--- config.mk ---
export PLATFORM = sky130hd
export DESIGN_NAME = gvp_store_push
export DESIGN_NICKNAME = d
export VERILOG_FILES = /design/src/rtl/gvp_store_push.sv
export SDC_FILE = /design/constraint.sdc
export NUM_CORES = 2
export LEC_CHECK = 0
export CORE_MARGIN = 3
export CORE_UTILIZATION = 61
export CTS_CLUSTER_DIAMETER = 60
export DETAILED_ROUTE_END_ITERATION = 12
export MAX_ROUTING_LAYER = met4
export PLACE_DENSITY = 0.9
export SYNTH_ARGS = -nofsm -noshare
export SYNTH_HDL_FRONTEND = slang
export SYNTH_SLANG_ARGS = --single-unit
--- constraint.sdc ---
create_clock -name a_clk -period 13.5 [get_ports a_clk]
set_clock_uncertainty 0.05 [all_clocks]
set_input_delay 1.35 -clock a_clk [delete_from_list [all_inputs] [get_ports a_clk]]
set_output_delay 1.35 -clock a_clk [all_outputs]
set_load 0.01 [all_outputs]
--- src/rtl/gvp_store_push.sv ---
// gvp_store_push: snapshots store events and streams each as a marker+payload packet.
// Define GVP_STORE_TIMESTAMP_EN to prepend a cycle timestamp to every payload.
module gvp_store_push #(
  parameter int NUM_SRCS     = 8,
  parameter int SRC_MASK_LSB = 8
) (
  input  logic                     a_clk,
  input  logic                     a_resetn,
  input  logic [1:0]               store_data,
  input  logic [31:0]              options,
  input  logic [31:0]              pos_x,
  input  logic [31:0]              pos_y,
  input  logic [31:0]              pos_z,
  input  logic [31:0]              pos_u,
  input  logic [32*NUM_SRCS-1:0]   src_data,
  output logic [31:0]              M_AXIS_tdata,
  output logic                     M_AXIS_tvalid,
  input  logic                     M_AXIS_tready,
  output logic                     M_AXIS_tlast,
  output logic                     busy,
  output logic [15:0]              overflow_cnt
);

  localparam int SW = 32 * NUM_SRCS;

  typedef enum logic [1:0] {IDLE, MARK, BODY} st_t;

  typedef struct packed {
    logic          hdr;
    logic [31:0]   opts;
    logic [31:0]   px;
    logic [31:0]   py;
    logic [31:0]   pz;
    logic [31:0]   pu;
    logic [SW-1:0] src;
`ifdef GVP_STORE_TIMESTAMP_EN
    logic [31:0]   ts;
`endif
  } snap_t;

  st_t                 state, nxt;
  snap_t               cur, pnd, in_s, ld_s;
  logic                pnd_v;
  logic [NUM_SRCS-1:0] rem;
  logic [7:0]          left;
  logic [2:0]          hidx;
  logic [15:0]         seq;
  logic [15:0]         ovf;
  logic                ev, hs, done, ld_en;
  logic [31:0]         body_w, src_w;
`ifdef GVP_STORE_TIMESTAMP_EN
  logic [31:0]         ts_cnt;
  logic                ts_pend;
`endif

  function automatic logic [7:0] words_of(input snap_t s);
    logic [7:0] n;
    n = '0;
    if (s.hdr) n = 8'd5;
    else
      for (int k = 0; k < NUM_SRCS; k++)
        if (s.opts[SRC_MASK_LSB+k]) n = n + 8'd1;
`ifdef GVP_STORE_TIMESTAMP_EN
    n = n + 8'd1;
`endif
    return n;
  endfunction

  assign ev    = (store_data == 2'b10) || (store_data == 2'b01);
  assign hs    = M_AXIS_tvalid && M_AXIS_tready;
  assign done  = hs && M_AXIS_tlast;
  assign ld_en = ((state == IDLE) && ev) || (done && (pnd_v || ev));
  assign ld_s  = ((state != IDLE) && pnd_v) ? pnd : in_s;
  assign busy  = (state != IDLE) || pnd_v;
  assign overflow_cnt = ovf;

  // Snapshot of the live inputs for an event sampled this cycle.
  always_comb begin
    in_s      = '0;
    in_s.hdr  = (store_data == 2'b10);
    in_s.opts = options;
    in_s.px   = pos_x;
    in_s.py   = pos_y;
    in_s.pz   = pos_z;
    in_s.pu   = pos_u;
    in_s.src  = src_data;
`ifdef GVP_STORE_TIMESTAMP_EN
    in_s.ts   = ts_cnt;
`endif
  end

  // Lowest remaining masked channel supplies the next data word.
  always_comb begin
    src_w = '0;
    for (int k = NUM_SRCS - 1; k >= 0; k--)
      if (rem[k]) src_w = cur.src[32*k +: 32];
  end

  // Current payload word selection.
  always_comb begin
    body_w = src_w;
    if (cur.hdr) begin
      case (hidx)
        3'd0:    body_w = cur.opts;
        3'd1:    body_w = cur.px;
        3'd2:    body_w = cur.py;
        3'd3:    body_w = cur.pz;
        default: body_w = cur.pu;
      endcase
    end
`ifdef GVP_STORE_TIMESTAMP_EN
    if (ts_pend) body_w = cur.ts;
`endif
  end

  // Next state and stream outputs.
  always_comb begin
    nxt           = state;
    M_AXIS_tvalid = 1'b0;
    M_AXIS_tlast  = 1'b0;
    M_AXIS_tdata  = '0;
    unique case (state)
      IDLE: if (ev) nxt = MARK;
      MARK: begin
        M_AXIS_tvalid = 1'b1;
        M_AXIS_tdata  = {(cur.hdr ? 8'hA5 : 8'h5A), left, seq};
        M_AXIS_tlast  = (left == 8'd0);
      end
      BODY: begin
        M_AXIS_tvalid = 1'b1;
        M_AXIS_tdata  = body_w;
        M_AXIS_tlast  = (left == 8'd1);
      end
      default: nxt = IDLE;
    endcase
    if (M_AXIS_tvalid && M_AXIS_tready) begin
      if (M_AXIS_tlast) nxt = (pnd_v || ev) ? MARK : IDLE;
      else              nxt = BODY;
    end
  end

  // State register.
  always_ff @(posedge a_clk or negedge a_resetn) begin
    if (!a_resetn) state <= IDLE;
    else           state <= nxt;
  end

  // Active/pending snapshots, payload walk, sequence and overflow.
  always_ff @(posedge a_clk or negedge a_resetn) begin
    if (!a_resetn) begin
      cur     <= '0;
      pnd     <= '0;
      pnd_v   <= 1'b0;
      rem     <= '0;
      left    <= '0;
      hidx    <= '0;
      seq     <= '0;
      ovf     <= '0;
`ifdef GVP_STORE_TIMESTAMP_EN
      ts_cnt  <= '0;
      ts_pend <= 1'b0;
`endif
    end else begin
`ifdef GVP_STORE_TIMESTAMP_EN
      ts_cnt <= ts_cnt + 32'd1;
`endif
      if (done) seq <= seq + 16'd1;
      if (ld_en) begin
        cur     <= ld_s;
        rem     <= ld_s.opts[SRC_MASK_LSB +: NUM_SRCS];
        left    <= words_of(ld_s);
        hidx    <= '0;
`ifdef GVP_STORE_TIMESTAMP_EN
        ts_pend <= 1'b1;
`endif
      end else if (hs && (state == BODY)) begin
        left <= left - 8'd1;
`ifdef GVP_STORE_TIMESTAMP_EN
        if (ts_pend) ts_pend <= 1'b0;
        else
`endif
        if (cur.hdr) hidx <= hidx + 3'd1;
        else         rem  <= rem & (rem - NUM_SRCS'(1));
      end
      if ((state != IDLE) && ev) begin
        if (done) begin
          if (pnd_v) pnd <= in_s;
        end else if (!pnd_v) begin
          pnd   <= in_s;
          pnd_v <= 1'b1;
        end else if (ovf != 16'hFFFF) begin
          ovf <= ovf + 16'd1;
        end
      end else if (done && pnd_v) begin
        pnd_v <= 1'b0;
      end
    end
  end

endmodule
==> impl_metrics.yaml <==
cells_and_area:
  final_common_cell: "nand2_1"
  layout.nets: 4795
  fin_cells: 5322
  mostFrequentLayoutCells: "nand2_1 (976), dfrtp_1 (886), clkdlybuf4s50_1 (470)"
  drive_gt1_frac: 0.143
  syn2layout_area_growth_pct: 20.0
  fillCellCount: 4038
setup_path:
  worst_path_max_delay_cell: "o311ai_0"
  worstPathRequired_ns: 12.10
  crit_top_cell: "buf_4"
  critPathLaunchType: "flip-flop"
  cpPeakStageDelay_ns: 0.80
  cp_max_fo: 36
  arrival_ns: 4.82
  critical_path_class: "flip-flop to primary output"
  cp-end-kind: "primary output"
  crit_chain: "buf_4 -> nor2b_2 -> buf_4 -> a221oi_1 -> o311ai_0 -> o21ai_0 -> o211ai_1 -> a21oi_1 -> o31ai_1 -> clkdlybuf4s50_1"
sta:
  min_period_over_period: 0.461
  achievable-frequency_mhz: 161
  rsz0062_at_grt: "false"
  slew_headroom: 0.247
  tightest_slew_ns: 1.13
  slew_viol_final: 0
  final_hold_viol_count: 0
  fin_tns_setup_ns: 0
  finalSetupViolCount: 0
  hold_ws_ns: 0.430
  timing.final.crit_period_ns: 6.22
synth:
  synth_top_flop_cell: "dfrtp_1"
  async_reset_ff_frac: 1.00
  synthCells: 4057
  syn_area_per_cell_um2: 9.96
  yosys_warnings: 0
  ys_seq_area_frac: 0.550
  synth_seq_cells: 888
  synth_edf_count: 0
  synth_nets: 4501
  synth_cell_types: 58
  synthesis.area_um2: 40400
clocking:
  clkTransAtPathRegs_ns: 0.06
  clock-sinks: 888
  cts.path.max_buffers: 3
  clk_root_buffer_cell: "clkbuf_16"
  htreeDepth: 3
  cts_buffers: 89
  cts_tree: "done"
  clk_latency_ns: 0.67
  cts-resized-gates: 0
  postCtsSetupRepairBufs: 0
  hold_buffers: 0
flow_run:
  cap_viol_max_count: 0
die:
  die_area_um2: 69400
  core_um2: 65000
  die_y_um: 263
  io_pins: 472
  die_x_um: 263
  start_util: 0.621
  rows: 93
global_routing:
  antenna_found_initial: 44
  track_usage: 0.387
  globalRouteOverflowTotal: 0
  grt_pass1_wl_um: 201000
  grt_pass1_vias: 34100
  grt_max_degree: 248
power_and_ir_drop:
  ir_drop_mv: 0.221
  power.density_nw_per_um2: 264
  power.total_uw: 12800
  p_leak_uw: 0.0204
detailed_routing:
  wl_um: 133000
  via_count: 34600
  first_pass_iters: 6
  wl_per_cell_um: 25.0
  viasPerCell: 6.51
  drt_iter0_markers: 4910
  final_antenna_net_count: 0
  post-route-drc-count: 0
placement:
  placed_cells: 5115
  place.gp.congestion: 0.963
  portBuffers: 471
  hpwl_um: 87300
worst_hold_path:
  hold_class: "flip-flop to flip-flop"
outcome:
  status: "finished, final reports clean"
[cells in the mapped netlist, drive strengths merged (6+ instances only)]
cell type  count  share of area
dfrtp        888           0.55
ha            23         0.0071
buf          105          0.013
nand3         27         0.0033
clkbuf       206          0.019
o21ai         41         0.0051
a21boi         8         0.0015
a22oi         32         0.0059
mux2         422           0.12
inv           20         0.0019
xor2          18         0.0039
o211ai        20         0.0038
a32oi         16         0.0035
and3           6        0.00093
nand4         25         0.0039
nand2        976          0.091
nor3          30         0.0038
a211oi        17         0.0032
o22ai         48         0.0074
a31oi        409          0.063
o31ai         24         0.0046
xnor2         34         0.0074
a21oi         77         0.0095
nor2b         29         0.0045
o311ai        11         0.0024
nand2b        15         0.0025
a221oi        35         0.0076
mux2i         15         0.0038
nor2         444          0.041
[sequential cells by signal, indices dropped and copies added, names as in the netlist]
name	cells
hidx	3
overflow_cnt	16
pnd	417
seq	16
rem	8
state	2
left	8
pnd_v	1
cur	417
[cell families after synthesis]
group / Yosys count / share of synthesized area
simple gates: 1574 / 0.155
compound gates: 749 / 0.120
mux: 437 / 0.122
buf+inv: 332 / 0.0343
fa+ha+maj: 23 / 0.00712
xor+xnor: 54 / 0.0124
flops: 888 / 0.550
[critical path: cells and delay by family, from the launching register on]
| family | cells | cell delay (ns) |
|---|---|---|
| AOI/OAI and AO/OA | 6 | 2.33 |
| buffers and inverters | 3 | 1.30 |
| DFF | 1 | 0.37 |
| and+or+nand+nor | 1 | 0.15 |
[metrics by stage]
step | setup slack [ns] | cell area [um^2] | util
CTS | 7.37 | 48400 | 0.744
global placement | 7.71 | 45300 | 0.697
floorplan | 8.65 | 40400 | -
detailed placement | 7.67 | 45300 | 0.697
global route | 7.21 | 48500 | 0.745
finish | 7.28 | 48500 | 0.746
[where the power goes]
| part | leakage [uW] | internal [uW] | switching (uW) |
|---|---|---|---|
| logic | 0.00827 | 2040 | 3370 |
| clock network | 0.00149 | 1480 | 1100 |
| registers | 0.0107 | 3960 | 871 |
| total | 0.0204 | 7470 | 5340 |
[metal layers]
| layer | vias up | track usage | routed length, um |
|---|---|---|---|
| met2 | 2380 | 0.560 | 59600 |
| met3 | 552 | 0.0929 | 14600 |
| met4 | 0 | 0.243 | 10100 |
| met5 | - | - | 0 |
| li1 | 14700 | - | - |
| met1 | 17000 | 0.492 | 49000 |
[final timing paths]
path                                      start  slack, ns  cells past startpoint                    to
max                          rem[6]$_DFFE_PN0P_       7.28                     10       M_AXIS_tdata[2]
min                         seq[15]$_DFFE_PN0P_       0.43                      1   seq[15]$_DFFE_PN0P_
max reg2reg                state[0]$_DFFE_PN0P_       7.41                     11   pnd[87]$_DFFE_PN0P_
min reg2reg                 seq[15]$_DFFE_PN0P_       0.43                      1   seq[15]$_DFFE_PN0P_
max in group asynchronous              a_resetn       9.43                      4  cur[138]$_DFFE_PN0N_
min in group asynchronous              a_resetn       0.66                      1  cur[292]$_DFFE_PN0N_
[area by class of cell]
cell class,instances,area [um^2],area share
diodes,47,118,0.00243
flip-flops and latches,888,22200,0.458
repair buffers,514,5130,0.106
inverters,21,78.8,0.00163
clock buffers,127,2580,0.0532
clock inverters,33,452,0.00931
well taps,855,1070,0.0221
multi-input cells,2837,16800,0.347
(Power assumes the default switching activity.)
